==> config.mk <==
export PLATFORM = sky130hd
export DESIGN_NAME = wb_mtimer
export DESIGN_NICKNAME = d
export VERILOG_FILES = /design/src/rtl/wb_mtimer.sv
export SDC_FILE = /design/constraint.sdc
export NUM_CORES = 1
export LEC_CHECK = 0
export BUFFER_PORTS_ARGS = -buffer_cell sky130_fd_sc_hd__buf_2
export CAP_MARGIN = 20
export CORE_MARGIN = 2
export CORE_UTILIZATION = 55
export CTS_BUF_LIST = sky130_fd_sc_hd__clkbuf_16
export DETAILED_ROUTE_END_ITERATION = 6
export PLACE_DENSITY_LB_ADDON = 0.3
export SLEW_MARGIN = 40
export SYNTH_ARGS = -nofsm -noshare
export SYNTH_HDL_FRONTEND = slang
export SYNTH_SLANG_ARGS = --single-unit
==> constraint.sdc <==
create_clock -name clk -period 2.25 [get_ports clk]
set_input_delay 0.45 -clock clk [delete_from_list [all_inputs] [get_ports clk]]
set_output_delay 0.45 -clock clk [all_outputs]
set_load 0.005 [all_outputs]
==> src/rtl/wb_mtimer.sv <==
// wb_mtimer: Wishbone B4 slave, RISC-V style 64-bit mtime/mtimecmp with prescaler and level IRQ.
// Optional WB_MTIMER_SNAPSHOT_EN: an MTIME_LO read latches mtime[63:32] for a tear-free MTIME_HI read.
module wb_mtimer #(
  parameter int          PRESCALE_W   = 16,
  parameter logic [63:0] MTIMECMP_RST = 64'hFFFF_FFFF_FFFF_FFFF
) (
  input  logic        clk,
  input  logic        rst,
  input  logic        CYC,
  input  logic        STB,
  input  logic        WE,
  input  logic [31:0] ADR,
  input  logic [31:0] DAT_O,
  output logic [31:0] DAT_I,
  output logic        ACK,
  output logic        ERR,
  output logic        timer_irq
);

  localparam logic [2:0] A_MTIME_LO = 3'd0;
  localparam logic [2:0] A_MTIME_HI = 3'd1;
  localparam logic [2:0] A_CMP_LO   = 3'd2;
  localparam logic [2:0] A_CMP_HI   = 3'd3;
  localparam logic [2:0] A_CTRL     = 3'd4;
  localparam logic [2:0] A_PRESCALE = 3'd5;

  typedef enum logic {IDLE, RESP} state_e;

  typedef struct packed {
    logic        vld;
    logic        we;
    logic [2:0]  sel;
    logic [31:0] wdata;
  } req_t;

  state_e                state_q, state_d;
  logic                  ack_q, ack_d, err_q, err_d, irq_q, irq_d;
  logic [31:0]           dat_q, dat_d;
  logic [63:0]           mtime_q, mtime_d, mtimecmp_q, mtimecmp_d;
  logic                  en_q, en_d, irq_en_q, irq_en_d;
  logic [PRESCALE_W-1:0] prescale_q, prescale_d, pcnt_q, pcnt_d;

  req_t        req;
  logic        mapped, tick;
  logic [31:0] rdata, mtime_hi_rd;
  logic        unused_adr;

  assign unused_adr = ^{ADR[31:5], ADR[1:0]};

`ifdef WB_MTIMER_SNAPSHOT_EN
  logic [31:0] shadow_q, shadow_d;
  assign mtime_hi_rd = shadow_q;
`else
  assign mtime_hi_rd = mtime_q[63:32];
`endif

  always_comb begin
    req    = '{vld: (state_q == IDLE) && CYC && STB, we: WE, sel: ADR[4:2], wdata: DAT_O};
    mapped = (req.sel <= A_PRESCALE);
    tick   = en_q && (pcnt_q == prescale_q);
    rdata  = '0;
    case (req.sel)
      A_MTIME_LO: rdata = mtime_q[31:0];
      A_MTIME_HI: rdata = mtime_hi_rd;
      A_CMP_LO:   rdata = mtimecmp_q[31:0];
      A_CMP_HI:   rdata = mtimecmp_q[63:32];
      A_CTRL:     rdata = {30'd0, irq_en_q, en_q};
      A_PRESCALE: rdata = 32'(prescale_q);
      default:    rdata = '0;
    endcase
  end

  always_comb begin
    state_d    = state_q;
    ack_d      = 1'b0;
    err_d      = 1'b0;
    dat_d      = dat_q;
    mtime_d    = mtime_q;
    mtimecmp_d = mtimecmp_q;
    en_d       = en_q;
    irq_en_d   = irq_en_q;
    prescale_d = prescale_q;
    pcnt_d     = pcnt_q;
`ifdef WB_MTIMER_SNAPSHOT_EN
    shadow_d   = shadow_q;
`endif
    // compare uses pre-edge values, so the IRQ lags the condition by one cycle
    irq_d      = irq_en_q && (mtime_q >= mtimecmp_q);

    if (tick) begin
      pcnt_d  = '0;
      mtime_d = mtime_q + 64'd1;
    end else if (en_q) begin
      pcnt_d  = pcnt_q + PRESCALE_W'(1);
    end

    case (state_q)
      IDLE: begin
        if (req.vld) begin
          state_d = RESP;
          ack_d   = mapped;
          err_d   = !mapped;
          if (!req.we) begin
            dat_d = rdata;
`ifdef WB_MTIMER_SNAPSHOT_EN
            if (req.sel == A_MTIME_LO) shadow_d = mtime_q[63:32];
`endif
          end else begin
            // an mtime write built from mtime_q discards any tick on this edge
            case (req.sel)
              A_MTIME_LO: mtime_d    = {mtime_q[63:32], req.wdata};
              A_MTIME_HI: mtime_d    = {req.wdata, mtime_q[31:0]};
              A_CMP_LO:   mtimecmp_d = {mtimecmp_q[63:32], req.wdata};
              A_CMP_HI:   mtimecmp_d = {req.wdata, mtimecmp_q[31:0]};
              A_CTRL: begin
                en_d     = req.wdata[0];
                irq_en_d = req.wdata[1];
                pcnt_d   = '0;
              end
              A_PRESCALE: begin
                prescale_d = req.wdata[PRESCALE_W-1:0];
                pcnt_d     = '0;
              end
              default: ;
            endcase
          end
        end
      end
      RESP:    state_d = IDLE;
      default: state_d = IDLE;
    endcase
  end

  always_ff @(posedge clk) begin
    if (!rst) begin
      state_q    <= IDLE;
      ack_q      <= 1'b0;
      err_q      <= 1'b0;
      dat_q      <= '0;
      mtime_q    <= '0;
      mtimecmp_q <= MTIMECMP_RST;
      en_q       <= 1'b0;
      irq_en_q   <= 1'b0;
      prescale_q <= '0;
      pcnt_q     <= '0;
      irq_q      <= 1'b0;
`ifdef WB_MTIMER_SNAPSHOT_EN
      shadow_q   <= '0;
`endif
    end else begin
      state_q    <= state_d;
      ack_q      <= ack_d;
      err_q      <= err_d;
      dat_q      <= dat_d;
      mtime_q    <= mtime_d;
      mtimecmp_q <= mtimecmp_d;
      en_q       <= en_d;
      irq_en_q   <= irq_en_d;
      prescale_q <= prescale_d;
      pcnt_q     <= pcnt_d;
      irq_q      <= irq_d;
`ifdef WB_MTIMER_SNAPSHOT_EN
      shadow_q   <= shadow_d;
`endif
    end
  end

  assign DAT_I     = dat_q;
  assign ACK       = ack_q;
  assign ERR       = err_q;
  assign timer_irq = irq_q;

endmodule

==> impl.org, run 1 <==
** Pwr
- Sequential share of power :: roughly 50%
- Clock Power Share :: 41.7%
- In this run the power density over the cells is about 500 mW/mm^2.
- The analysis attributes to cell leakage a power of between 6 and 7 nW.
- Worst supply voltage drop on vdd :: approximately 0.00050 V
- Of the total power, the share spent switching nets is between 20% and 30%.
- Internal power summed over all cells :: 0.00538 W
- In this run the power spent charging and discharging nets is ~0.0020 W.
- Part of the total power dissipated in combinational logic :: 9.6%

** Critical path
- Stage delay of the slowest cell on the critical path :: 510 ps
- Largest driver fanout on the critical path :: 3
- Among all stages on the critical path, the largest delay is contributed by sky130_fd_sc_hd__or4_1.
- At the worst endpoint, the arrival time is between 2000 and 3000 ps.
- Critical path data required time :: ~2600 ps
- STA classifies the critical path endpoint as a register.
- Timing startpoint of the critical path :: prescale_q[7]$_SDFFE_PN0P_
- WS Path Type :: reg -> reg
- Reg2Reg Launch Point :: prescale_q[7]$_SDFFE_PN0P_
- STA classifies the critical path startpoint as a register.
- By instance count, the cell type seen most on the critical path is sky130_fd_sc_hd__buf_4.
- Walking the worst path, the cells encountered are xor2_1 -> nor4_4 -> buf_4 -> buf_4 -> and3_4 -> buf_6 -> nand2_1 -> or4_1 -> a31oi_1.

** Timing
- Adding up every negative setup slack in the final design gives -82.0 ps.
- Worst-margin pin slew :: 554 ps
- Hold Vio Cnt, Final :: 0
- Worst slew margin :: 62.7%
- Setup violations remaining at the end of the flow were counted as 4.
- Setup repair after global routing could not meet its margin everywhere.
- Fmax achieved :: 0.439 GHz
- Layout Skew :: ~10 ps
- The total count of max-transition violations in the final report came to 0.
- Post-route setup slack :: -29.1 ps
- Time the worst path needs with I/O delays and setup :: between 2000 and 2500 ps
- Hold timing on the final database bottoms out at a slack of 284 ps.
- The final critical path takes up 101% of the cycle.

** Finish
- Relative to the synthesized area, the layout overhead comes to 28.0%.
- Fin nets :: 1,768
- Fraction of layout cells with a size suffix above 1 :: around 29%
- Final antenna diode count :: 0
- In the layout the commonest cells are sky130_fd_sc_hd__buf_4, sky130_fd_sc_hd__dfxtp_1, sky130_fd_sc_hd__nand2_1.
- Utilization of the core after routing :: roughly 70%
- Summing all non-filler instances in the final layout gives an area of between 0.01 and 0.015 mm^2.
- Final instance count without filler cells :: 1,920
- The library cell used most frequently in the layout, excluding fill and tap cells, is sky130_fd_sc_hd__buf_4.

** Floorplan
- Area of the core :: 0.0209 mm^2
- For this design the top-level I/O count stands at between 100 and 150.
- The die is 150 um tall.
- The die covers 0.0224 mm^2.
- The floorplan has 53 rows.
- Initial standard-cell utilization of the core :: a little under three fifths
- Die outline width :: 150 um

** Clock tree
- TritonCTS built the clock tree.
- Clock slew at reported path FFs :: roughly 80 ps
- H-tree depth reported by CTS :: 4
- The clock net in this run drives a total of between 150 and 200 sinks.
- TritonCTS Buffers :: 17
- The later pin in the worst-skew pair is clocked with a latency of 450 ps.
- Maximum buffer depth of the clock tree :: 2
- The tree is rooted in a sky130_fd_sc_hd__clkbuf_16.

** Synthesis
- The synthesized netlist contains 76 unique library cells.
- The mapped netlist covers between 0.01 and 0.015 mm^2.
- Yosys printed 0 warnings.
- Counting flops and latches in the post-synthesis netlist gives between 150 and 200.
- Synthesis handed over a netlist of around 1,400 instances.
- Cell taking the most area after synthesis :: sky130_fd_sc_hd__dfxtp_1
- Nets in the synthesized netlist :: 1,547
- The most used flip-flop cell after synthesis is sky130_fd_sc_hd__dfxtp_1.
- The synthesized netlist devotes approximately 22% of its cell area to simple gates.
- Sequential-to-total area share from yosys stat :: approximately a third
- Number of flops mapped to enable cells by yosys :: 0
- Synthesized area per cell :: 8.26 um^2
- Summing the areas of all fa, ha and maj instances in the mapped netlist gives 7.08% of the synthesized area.
- Main area contributors after synthesis :: sky130_fd_sc_hd__dfxtp_1, sky130_fd_sc_hd__ha_1, sky130_fd_sc_hd__o211ai_1
- Share of Yosys cell area claimed by the top area cell type :: between 30% and 40%
- Main combinational cell family by area after synthesis :: compound AO/OA/AOI/OAI gates
- After synthesis, the share of cell area in mux cells is between 4 and 5%.
- Synth Area in Compound Gates :: 22.7%
- Xor and xnor area share after synthesis :: ~3.5%
- Share of synthesized flip-flops with an asynchronous set or reset :: 0%

** GRT
- Combined global-route utilization of all metal layers :: between 30 and 40%
- The first global-routing pass estimated about 65,000 um of wire.
- The via count of the first global-routing pass was 11,800.
- Entering global routing, the biggest net connects 65 pins.
- The initial antenna violation count is 0.
- Summed over all layers, the global routing overflow is 0.

** Place
- Including well taps, the total number of placed cells is roughly 1,900.
- Routability-driven placement finished with a final weighted congestion of between 1 and 1.5.
- In this run the tool buffered the top-level ports with 74 buffer cells.
- Detailed-placement wirelength estimate :: between 30,000 and 40,000 um
- In this run the cell area measured after placement is about 0.014 mm^2.

** Routing
- Total Routed Length :: between 40,000 and 50,000 um
- In this run the remaining antenna-violating nets after routing total 0.
- In the final routed layout, each cell accounts on average for approximately 22 um.
- Detailed-router iteration count before antenna repair :: 6
- In this run, the number of DRC markers left after iteration 0 of detailed routing was between 1,500 and 2,000.
- Via/cell ratio :: 6.59
- For this block, the via count after detailed routing is between 10,000 and 15,000.
- # DRC :: 0

** Hold path
- Worst hold start :: DAT_O[23]
- Class of the tightest hold or removal check :: in -> reg

** Run status
- Result of the run :: finished with violations
- Violated checks :: setup timing

** Run
- The tool flagged a number of max-cap violations equal to 0.
==> critical path, delay by kind of cell (launching register included) <==
| kind | cells | cell delay [ps] |
|---|---|---|
| buf+inv | 3 | 440 |
| simple gates | 4 | 1080 |
| flops | 1 | 330 |
| xor+xnor | 1 | 180 |
| compound gates | 1 | 170 |
==> metal layers <==
metal  GRT usage (%)  part of all wire (%)  up-vias
met3            8.45                    11      140
li1                -                     -     5676
met4            14.4                   3.6        0
met1            50.5                    41     6033
met2            56.9                    45      798
met5               0                     0        -
==> logic make-up (layout without fill, tap and decap cells) <==
| family | Yosys count | in the layout |
|---|---|---|
| fa+ha+maj | 66 | 66 |
| flops | 198 | 198 |
| compound gates | 389 | 389 |
| xor+xnor | 47 | 47 |
| simple gates | 491 | 491 |
| mux | 43 | 43 |
| buf+inv | 178 | 411 |
==> repair_timing <==
item | CTS | global route
pin swaps | 8 | 22
hold buffers | 0 | 0
endpoints found under the setup margin | 33 | 59
resized for setup | 41 | 102
setup buffers | 0 | 11
==> power by group through the flow <==
stage | registers (W) | clock network [W] | logic (W)
after global placement | 0.00368 | 0 | 0.000647
final | 0.00360 | 0.00309 | 0.000709
after CTS | 0.00360 | 0.00308 | 0.000670
after global routing | 0.00361 | 0.00322 | 0.000753
after detailed placement | 0.00368 | 0 | 0.000660
after floorplan | 0.00368 | 0 | 0.000351
==> area by class of cell <==
| type | instances | area, um^2 |
|---|---|---|
| multi-input cells | 1036 | 7450 |
| fillers | 1614 | 5960 |
| flip-flops and latches | 198 | 4020 |
| repair buffers | 296 | 2230 |
| clock buffers | 17 | 425 |
| well taps | 275 | 344 |
| inverters | 84 | 315 |
| clock inverters | 14 | 145 |
==> registers in the layout, indices dropped and copies added, names as in the netlist <==
signal,count
pcnt_q,16
prescale_q,16
irq_en_q,1
state_q,1
en_q,1
ACK,1
ERR,1
mtimecmp_q,64
DAT_I,32
timer_irq,1
mtime_q,64
==> final timing paths <==
| kind | endpoint | slack [ps] | cells after the start |
|---|---|---|---|
| setup reg to reg | mtime_q[3]$_SDFFE_PN0P_ | -30 | 9 |
| hold reg to reg | DAT_I[1]$_SDFFE_PN0P_ | 490 | 2 |
| hold / removal | mtimecmp_q[23]$_SDFFE_PN1P_ | 280 | 3 |
| setup / recovery | mtime_q[3]$_SDFFE_PN0P_ | -30 | 9 |
==> synthesized netlist by cell type (31+ instances only) <==
cell	instances
sky130_fd_sc_hd__a21oi_1	101
sky130_fd_sc_hd__nand3_1	31
sky130_fd_sc_hd__a22oi_1	58
sky130_fd_sc_hd__nand4_1	37
sky130_fd_sc_hd__nor3_1	35
sky130_fd_sc_hd__o211ai_1	73
sky130_fd_sc_hd__nand2_1	139
sky130_fd_sc_hd__inv_1	84
sky130_fd_sc_hd__nor2_1	121
sky130_fd_sc_hd__ha_1	66
sky130_fd_sc_hd__clkbuf_1	73
sky130_fd_sc_hd__dfxtp_1	198
sky130_fd_sc_hd__o21ai_0	39
==> per-stage QoR <==
step	setup WS (ps)	power, W
5_1_grt	-87.8	0.00758
3_5_place_dp	-503	0.00434
6_report	-29.1	0.00740
4_1_cts	0.530	0.00735
3_3_place_gp	-580	0.00433
2_1_floorplan	-17.9	0.00403
(Power assumes the default switching activity.)
==> run 2, diff against run 1 <==
CORE_MARGIN = 1.5   (was 2)
==> run 2 against run 1 <==
The flow still finishes with violations (setup timing); register-to-register slack hardly changed; power increased by 0.62%; largest cell class unchanged; critical path depth shrank 3; sequential power hardly changed; routed wire length is 1.1% lower; clock skew increased by 1.4 ps; setup slack gained 5.5 ps; hold slack better by 8.1 ps.
==> impl.org, run 2 (same netlist as run 1, synthesis figures left out) <==
** Clock tree
- The later pin in the worst-skew pair is clocked with a latency of around 450 ps.
- Clock slew at reported path FFs :: about 80 ps
- TritonCTS built the clock tree.
- The tree is rooted in a sky130_fd_sc_hd__clkbuf_16.
- Number of sinks handled by clock tree synthesis :: approximately 200
- Hold repair after CTS inserted 0 buffers.
- The number of clock buffers added by TritonCTS is 17.
- The clock passes through at most 2 buffers.
- H-tree depth reported by CTS :: 4

** Finish
- Area of all placed cells without fillers :: around 0.015 mm^2
- Final instance count without filler cells :: roughly 1,900
- Most common cell after layout, fill and taps aside :: sky130_fd_sc_hd__buf_4
- The net count of the finished layout is approximately 1,800.
- The post-route netlist has roughly 28% of its cells at a drive strength greater than 1.
- Commonest cells after routing, fill and taps aside :: sky130_fd_sc_hd__buf_4, sky130_fd_sc_hd__dfxtp_1, sky130_fd_sc_hd__nand2_1
- The number of antenna diodes in the final layout is 0.
- From synthesis to final layout, the design area changed by 28.1%.

** Timing
- Setup total negative slack on the finished layout was measured at -47.0 ps.
- Fmax achieved :: between 0.4 and 0.5 GHz
- For the finished layout, the period the worst path requires is between 2000 and 2500 ps.
- Post-route setup slack :: -23.5 ps
- Final cycle utilization of the critical path :: 101%
- Hold Vio Cnt, Final :: 0
- At the pin with the least slew margin, the transition time is 764 ps.
- Unrepaired setup endpoints after global routing :: yes
- Final count of pins violating max slew :: 0
- On the final layout, the worst clock skew is ~12 ps.
- Worst slew margin :: about 49%
- Setup violations remaining at the end of the flow were counted as 3.

** Pwr
- Sequential share of power :: approximately half
- The share of total power dissipated in the clock network is approximately two fifths.
- Fraction of power spent switching nets :: between 20% and 30%
- Part of the total power dissipated in combinational logic :: around a tenth
- PwrDens :: about 500 mW/mm^2
- Worst supply voltage drop on vdd :: 0.000494 V
- Internal power summed over all cells :: ~0.0054 W
- Leak :: 6.62 nW
- In this run the power spent charging and discharging nets is a little over 0.002 W.

** Routing
- The final layout contains routed wiring with a total length of 41,600 um.
- In the routed layout, each cell is associated on average with a via count of between 6 and 7.
- The detailed router placed 12,600 vias in this run.
- Routed wire per std cell :: around 22 um
- The first detailed-routing pass ran for 7 iterations.
- After the first detailed-routing iteration, the DRC count stood at between 1,500 and 2,000.
- # DRC :: 0
- Routed Antenna Nets :: 0

** Run
- Number of maximum-capacitance violations :: 0

** GRT
- Wire length of the first global-routing pass :: around 64,000 um
- The initial antenna violation count is 1.
- Pin count of the biggest net entering global routing :: 65
- For this run, global-route usage on met2 was measured as between 50 and 60%.
- Highest-utilization routing layer at the global route stage :: met2
- Across every metal layer, demand over resource in global routing totals between 30% and 40%.
- The via count of the first global-routing pass is about 12,000.
- The total overflow left after global routing is 0.
- Met3 GRT Util :: 8.44%
- In the global route stage, met1 resource usage came out at around half.

** Place
- Detailed-placement wirelength estimate :: between 20,000 and 30,000 um
- Final GP Congestion :: between 1 and 1.5
- Quantity of I/O buffers inserted on ports :: 74
- Summing all placed instances gives a cell area of between 0.01 and 0.015 mm^2.
- Dpl ws :: -472 ps
- In this run, placement finished with an instance count of 1,887.

** Critical path
- The endpoint identified for the worst register-to-register timing path is mtime_q[43]$_SDFFE_PN0P_.
- Reg-to-reg setup timing slack :: -20 ps
- The worst register-to-register path has a depth of 6.
- The most critical setup path has its endpoint at mtime_q[43]$_SDFFE_PN0P_.
- Category of the worst setup path launch point :: register
- Largest driver fanout on the critical path :: 4
- WS Path Type :: reg -> reg
- The startpoint identified for the worst register-to-register timing path is mtime_q[10]$_SDFFE_PN0P_.
- The worst setup path is captured at a register.
- Timing startpoint of the critical path :: mtime_q[10]$_SDFFE_PN0P_
- Data arrival time at the worst-slack endpoint :: 2610 ps
- For the worst setup path, the data required time is about 2600 ps.

** Floorplan
- Die outline width :: between 100 and 150 um
- Pin placement for this block handled 104 I/O pins.
- From bottom edge to top edge, the die measures about 150 um.
- Row generation in the floorplan step produced 53 rows.
- Area of the core :: between 0.02 and 0.025 mm^2
- The die covers about 0.022 mm^2.
- Initial standard-cell utilization of the core :: between 50% and 60%

** Hold path
- Class of the tightest hold or removal check :: in -> reg

** Run status
- Violated checks :: setup timing
- Result of the run :: finished with violations
[run 2: final cells by class]
cell class	instances	area, um^2
sequential	198	4010
multi-input combinational	1036	7450
tap	275	344
inverter	84	315
clock inverter	15	163
clock buffer	17	425
fill	1588	5950
timing repair buffer	299	2230
[run 2: power by group through the flow]
stage / registers [W] / clock network (W) / logic [W]
global route: 0.00360 / 0.00328 / 0.000769
finish: 0.00360 / 0.00313 / 0.000724
floorplan: 0.00368 / 0 / 0.000351
CTS: 0.00359 / 0.00314 / 0.000691
global placement: 0.00367 / 0 / 0.000663
detailed placement: 0.00368 / 0 / 0.000677
[run 2: timing repair]
action                     4_1_cts  5_1_grt
setup endpoints to repair       28       40
pin swaps                       18       33
gates resized for setup         68       60
buffers inserted                 1        6
cloned                           0        0
[run 2: how the worst min path moves through the flow]
| stage | startpoint | to | slack (ps) | cells past startpoint |
|---|---|---|---|---|
| after floorplan | irq_en_q$_SDFFE_PN0P_ | timer_irq$_SDFF_PN0_ | 430 | 2 |
| after global placement | DAT_I[15]$_SDFFE_PN0P_ | DAT_I[15]$_SDFFE_PN0P_ | 460 | 2 |
| after detailed placement | DAT_I[3]$_SDFFE_PN0P_ | DAT_I[3]$_SDFFE_PN0P_ | 470 | 2 |
| after CTS | DAT_O[19] | mtimecmp_q[19]$_SDFFE_PN1P_ | 280 | 3 |
| after global routing | DAT_O[19] | mtimecmp_q[19]$_SDFFE_PN1P_ | 290 | 3 |
| final | DAT_O[19] | mtimecmp_q[19]$_SDFFE_PN1P_ | 290 | 3 |
[run 2: worst max-delay path, cell delays in order (launching register included)]
cell	delay (ps)
sky130_fd_sc_hd__dfxtp_1	410
sky130_fd_sc_hd__inv_1	100
sky130_fd_sc_hd__or4_4	590
sky130_fd_sc_hd__nor4_4	330
sky130_fd_sc_hd__nand4_1	200
sky130_fd_sc_hd__o211a_1	260
sky130_fd_sc_hd__o31a_1	260
[run 2: layer usage]
metal	routed length [um]	vias to the layer above
met3	4760	142
met2	18800	820
met5	0	-
li1	-	5683
met1	16700	5924
met4	1360	0
[run 2: stage by stage]
stage | util, % | hold slack, ps | total power (W)
4_1_cts | 70.0 | 283 | 0.00743
6_report | 71.5 | 292 | 0.00745
3_3_place_gp | 65.9 | 459 | 0.00434
2_1_floorplan | - | 433 | 0.00403
3_5_place_dp | 65.9 | 471 | 0.00435
5_1_grt | 71.5 | 290 | 0.00765
==> run 3, diff against run 2 <==
SKIP_LAST_GASP = 1   (was not set)
==> run 3 against run 2 <==
The flow still finishes with violations (setup timing); count of clock-buffer cells in the layout did not move; clock skew is 1.2 ps lower; setup slack worse by 31 ps; combinational power about the same; die area is the same; first-iteration DRC count shrank 1.9%; sequential cell count unchanged; critical path depth is the same; sequential share of layout area about the same; global-route usage hardly changed; routed wire length about the same; critical path type unchanged; largest power group unchanged.
==> impl.org, run 3 (same netlist as run 1, synthesis figures left out) <==
** Run status
- The run finished, with violations left.
- Violated checks :: setup timing

** Critical path
- Data arrival time at the worst-slack endpoint :: approximately 2700 ps
- Family of cells with the greatest summed delay on the critical path :: simple AND/OR/NAND/NOR gates
- Counting both buffers and inverters, the worst setup path holds a total of 0.
- Slowest cell on the critical path :: sky130_fd_sc_hd__or4_4
- Critical Path Sink Type :: register
- Critical path, cell by cell :: nand4_4 -> or4_4 -> nor3_4 -> nand4_4 -> or4_4 -> a31oi_1
- Critical path data required time :: ~2600 ps
- WS Path Type :: reg -> reg
- Along the worst path, the maximum fanout reaches 6.
- Stage delay of the slowest cell on the critical path :: between 500 and 600 ps
- The worst setup path is launched from a register.

** Clock tree
- Clock tree synthesis selected as its root buffer the cell sky130_fd_sc_hd__clkbuf_16.
- H-tree depth reported by CTS :: 4
- In this run, CTS created clock tree buffers numbering 17.
- Maximum buffer depth of the clock tree :: 2
- Clock latency on the worst-skew pair, taken at its later pin, is roughly 450 ps.
- The tree built by TritonCTS fans out to about 200 sinks.
- Clock slew at reported path FFs :: 80 ps
- Hold Buf Count CTS :: 0
- TritonCTS built the clock tree.

** Place
- Final GP Congestion :: roughly 1
- The count of buffers added on input and output ports is 74.
- Once detailed placement completed, the half-perimeter wirelength came to 29,700 um.
- Dpl ws :: -472 ps

** Hold path
- Class of the tightest hold or removal check :: in -> reg

** Finish
- Area of combinational cells with multiple inputs :: approximately 0.0074 mm^2
- At the end of the flow, the number of nets in the layout was roughly 1,800.
- Area growth syn-to-layout :: 28.0%
- Final-layout fill cell count :: approximately 1,600
- Fraction of layout cells with a size suffix above 1 :: between 20% and 30%
- Utilization of the core after routing :: between 70 and 80%
- Area taken by flip-flops and latches :: roughly 0.004 mm^2
- In the layout the commonest cells are sky130_fd_sc_hd__buf_4, sky130_fd_sc_hd__dfxtp_1, sky130_fd_sc_hd__nand2_1.
- Final antenna diode count :: 0
- Most common cell after layout, fill and taps aside :: sky130_fd_sc_hd__buf_4

** Run
- Across the run, the number of max-cap violations was 0.

** Timing
- Worst-margin pin slew :: 761 ps
- Of the available clock period, the critical path in the final layout requires 102%.
- Final count of negative-setup-slack endpoints :: 4
- The number of hold-slack violations in the final timing report came to 0.
- Layout Skew :: 10.7 ps
- Final count of pins violating max slew :: 0
- Unrepaired setup endpoints after global routing :: yes
- After layout, the worst setup slack is -54.3 ps.
- The worst path in the final design needs a cycle of 2300 ps, including I/O delays and setup.
- Headroom to the max-slew limit came out at between 40% and 50%.
- Fmax achieved :: roughly 0.43 GHz

** Routing
- Starting DRT DRC Count :: ~1,700
- Using the TritonRoute via totals, the vias-per-cell ratio works out to roughly 6.5.
- The count of nets left with antenna violations once routing finished came out at 0.
- The routed layout has roughly 13,000 vias.
- In the final routed layout, each cell accounts on average for 21.6 um.
- # DRC :: 0
- Detailed-router iteration count before antenna repair :: 6
- Total Routed Length :: 41,600 um

** Floorplan
- Standard-cell row count :: 53
- The floorplan step defined a die boundary enclosing around 0.022 mm^2.
- During I/O placement, the number of pins put on the boundary was approximately 100.
- The core region is 0.0209 mm^2.
- Initial standard-cell utilization of the core :: 55.9%
- Die outline width :: roughly 150 um
- Die span in y :: around 150 um

** GRT
- Grt total ovfl :: 0
- Combined global-route utilization of all metal layers :: 37.3%
- The first global-routing pass estimated about 64,000 um of wire.
- Pin count of the biggest net entering global routing :: between 60 and 70
- The initial antenna violation count came to 1.
- The via count of the first global-routing pass came to approximately 12,000.

** Pwr
- Design Power :: 0.00744 W
- Worst supply voltage drop on vdd :: about 0.00049 V
- Leak :: approximately 6.6 nW
- PwrDens :: about 500 mW/mm^2
==> run 3: area by class of cell <==
class | count | share of cell area, %
Multi-Input combinational cell | 1036 | 49.8
Sequential cell | 198 | 26.8
Timing Repair Buffer | 300 | 15.0
Clock buffer | 17 | 2.85
Tap cell | 275 | 2.30
Inverter | 84 | 2.11
Clock inverter | 15 | 1.09
==> run 3: worst min-delay path, cell delays in order <==
cell and delay [ps]:
sky130_fd_sc_hd__buf_2 120, sky130_fd_sc_hd__nand2_1 50, sky130_fd_sc_hd__o211ai_1 80
==> run 3: worst paths after layout <==
check	start	slack (ps)	depth (start not counted)	endpoint
min reg2reg	DAT_I[3]$_SDFFE_PN0P_	490	2	DAT_I[3]$_SDFFE_PN0P_
max	mtime_q[2]$_SDFFE_PN0P_	-50	6	mtime_q[53]$_SDFFE_PN0P_
max reg2reg	mtime_q[2]$_SDFFE_PN0P_	-50	6	mtime_q[53]$_SDFFE_PN0P_
min	DAT_O[23]	290	3	mtimecmp_q[55]$_SDFFE_PN1P_
==> run 3: report_power, final <==
part | switching (W) | internal, W
clock network | 0.00154 | 0.00158
logic | 0.000445 | 0.000277
registers | 0.0000435 | 0.00355
total | 0.00203 | 0.00541
==> run 3: per-layer routing <==
layer	vias to the layer above	global-route usage (%)	wire, um
li1	5687	-	-
met1	5971	50.0	17000
met2	764	58.8	18800
met3	146	8.59	4510
met4	0	13.3	1410
met5	-	0	0
==> run 3: per-stage QoR <==
step	cells	hold WS, ps	area (um^2)	TNS (ps)
detailed placement	1887	471	13800	-2780
global route	1925	289	14900	-1260
CTS	1918	283	14600	-83.1
floorplan	1412	433	11700	-35.8
finish	1925	293	14900	-95.8
global placement	1887	459	13800	-1610
==> run 3: what timing repair did <==
action / in CTS / in global routing
gates resized for setup: 65 / 59
buffers inserted: 1 / 7
setup endpoints to repair: 28 / 40
pin swaps: 18 / 37
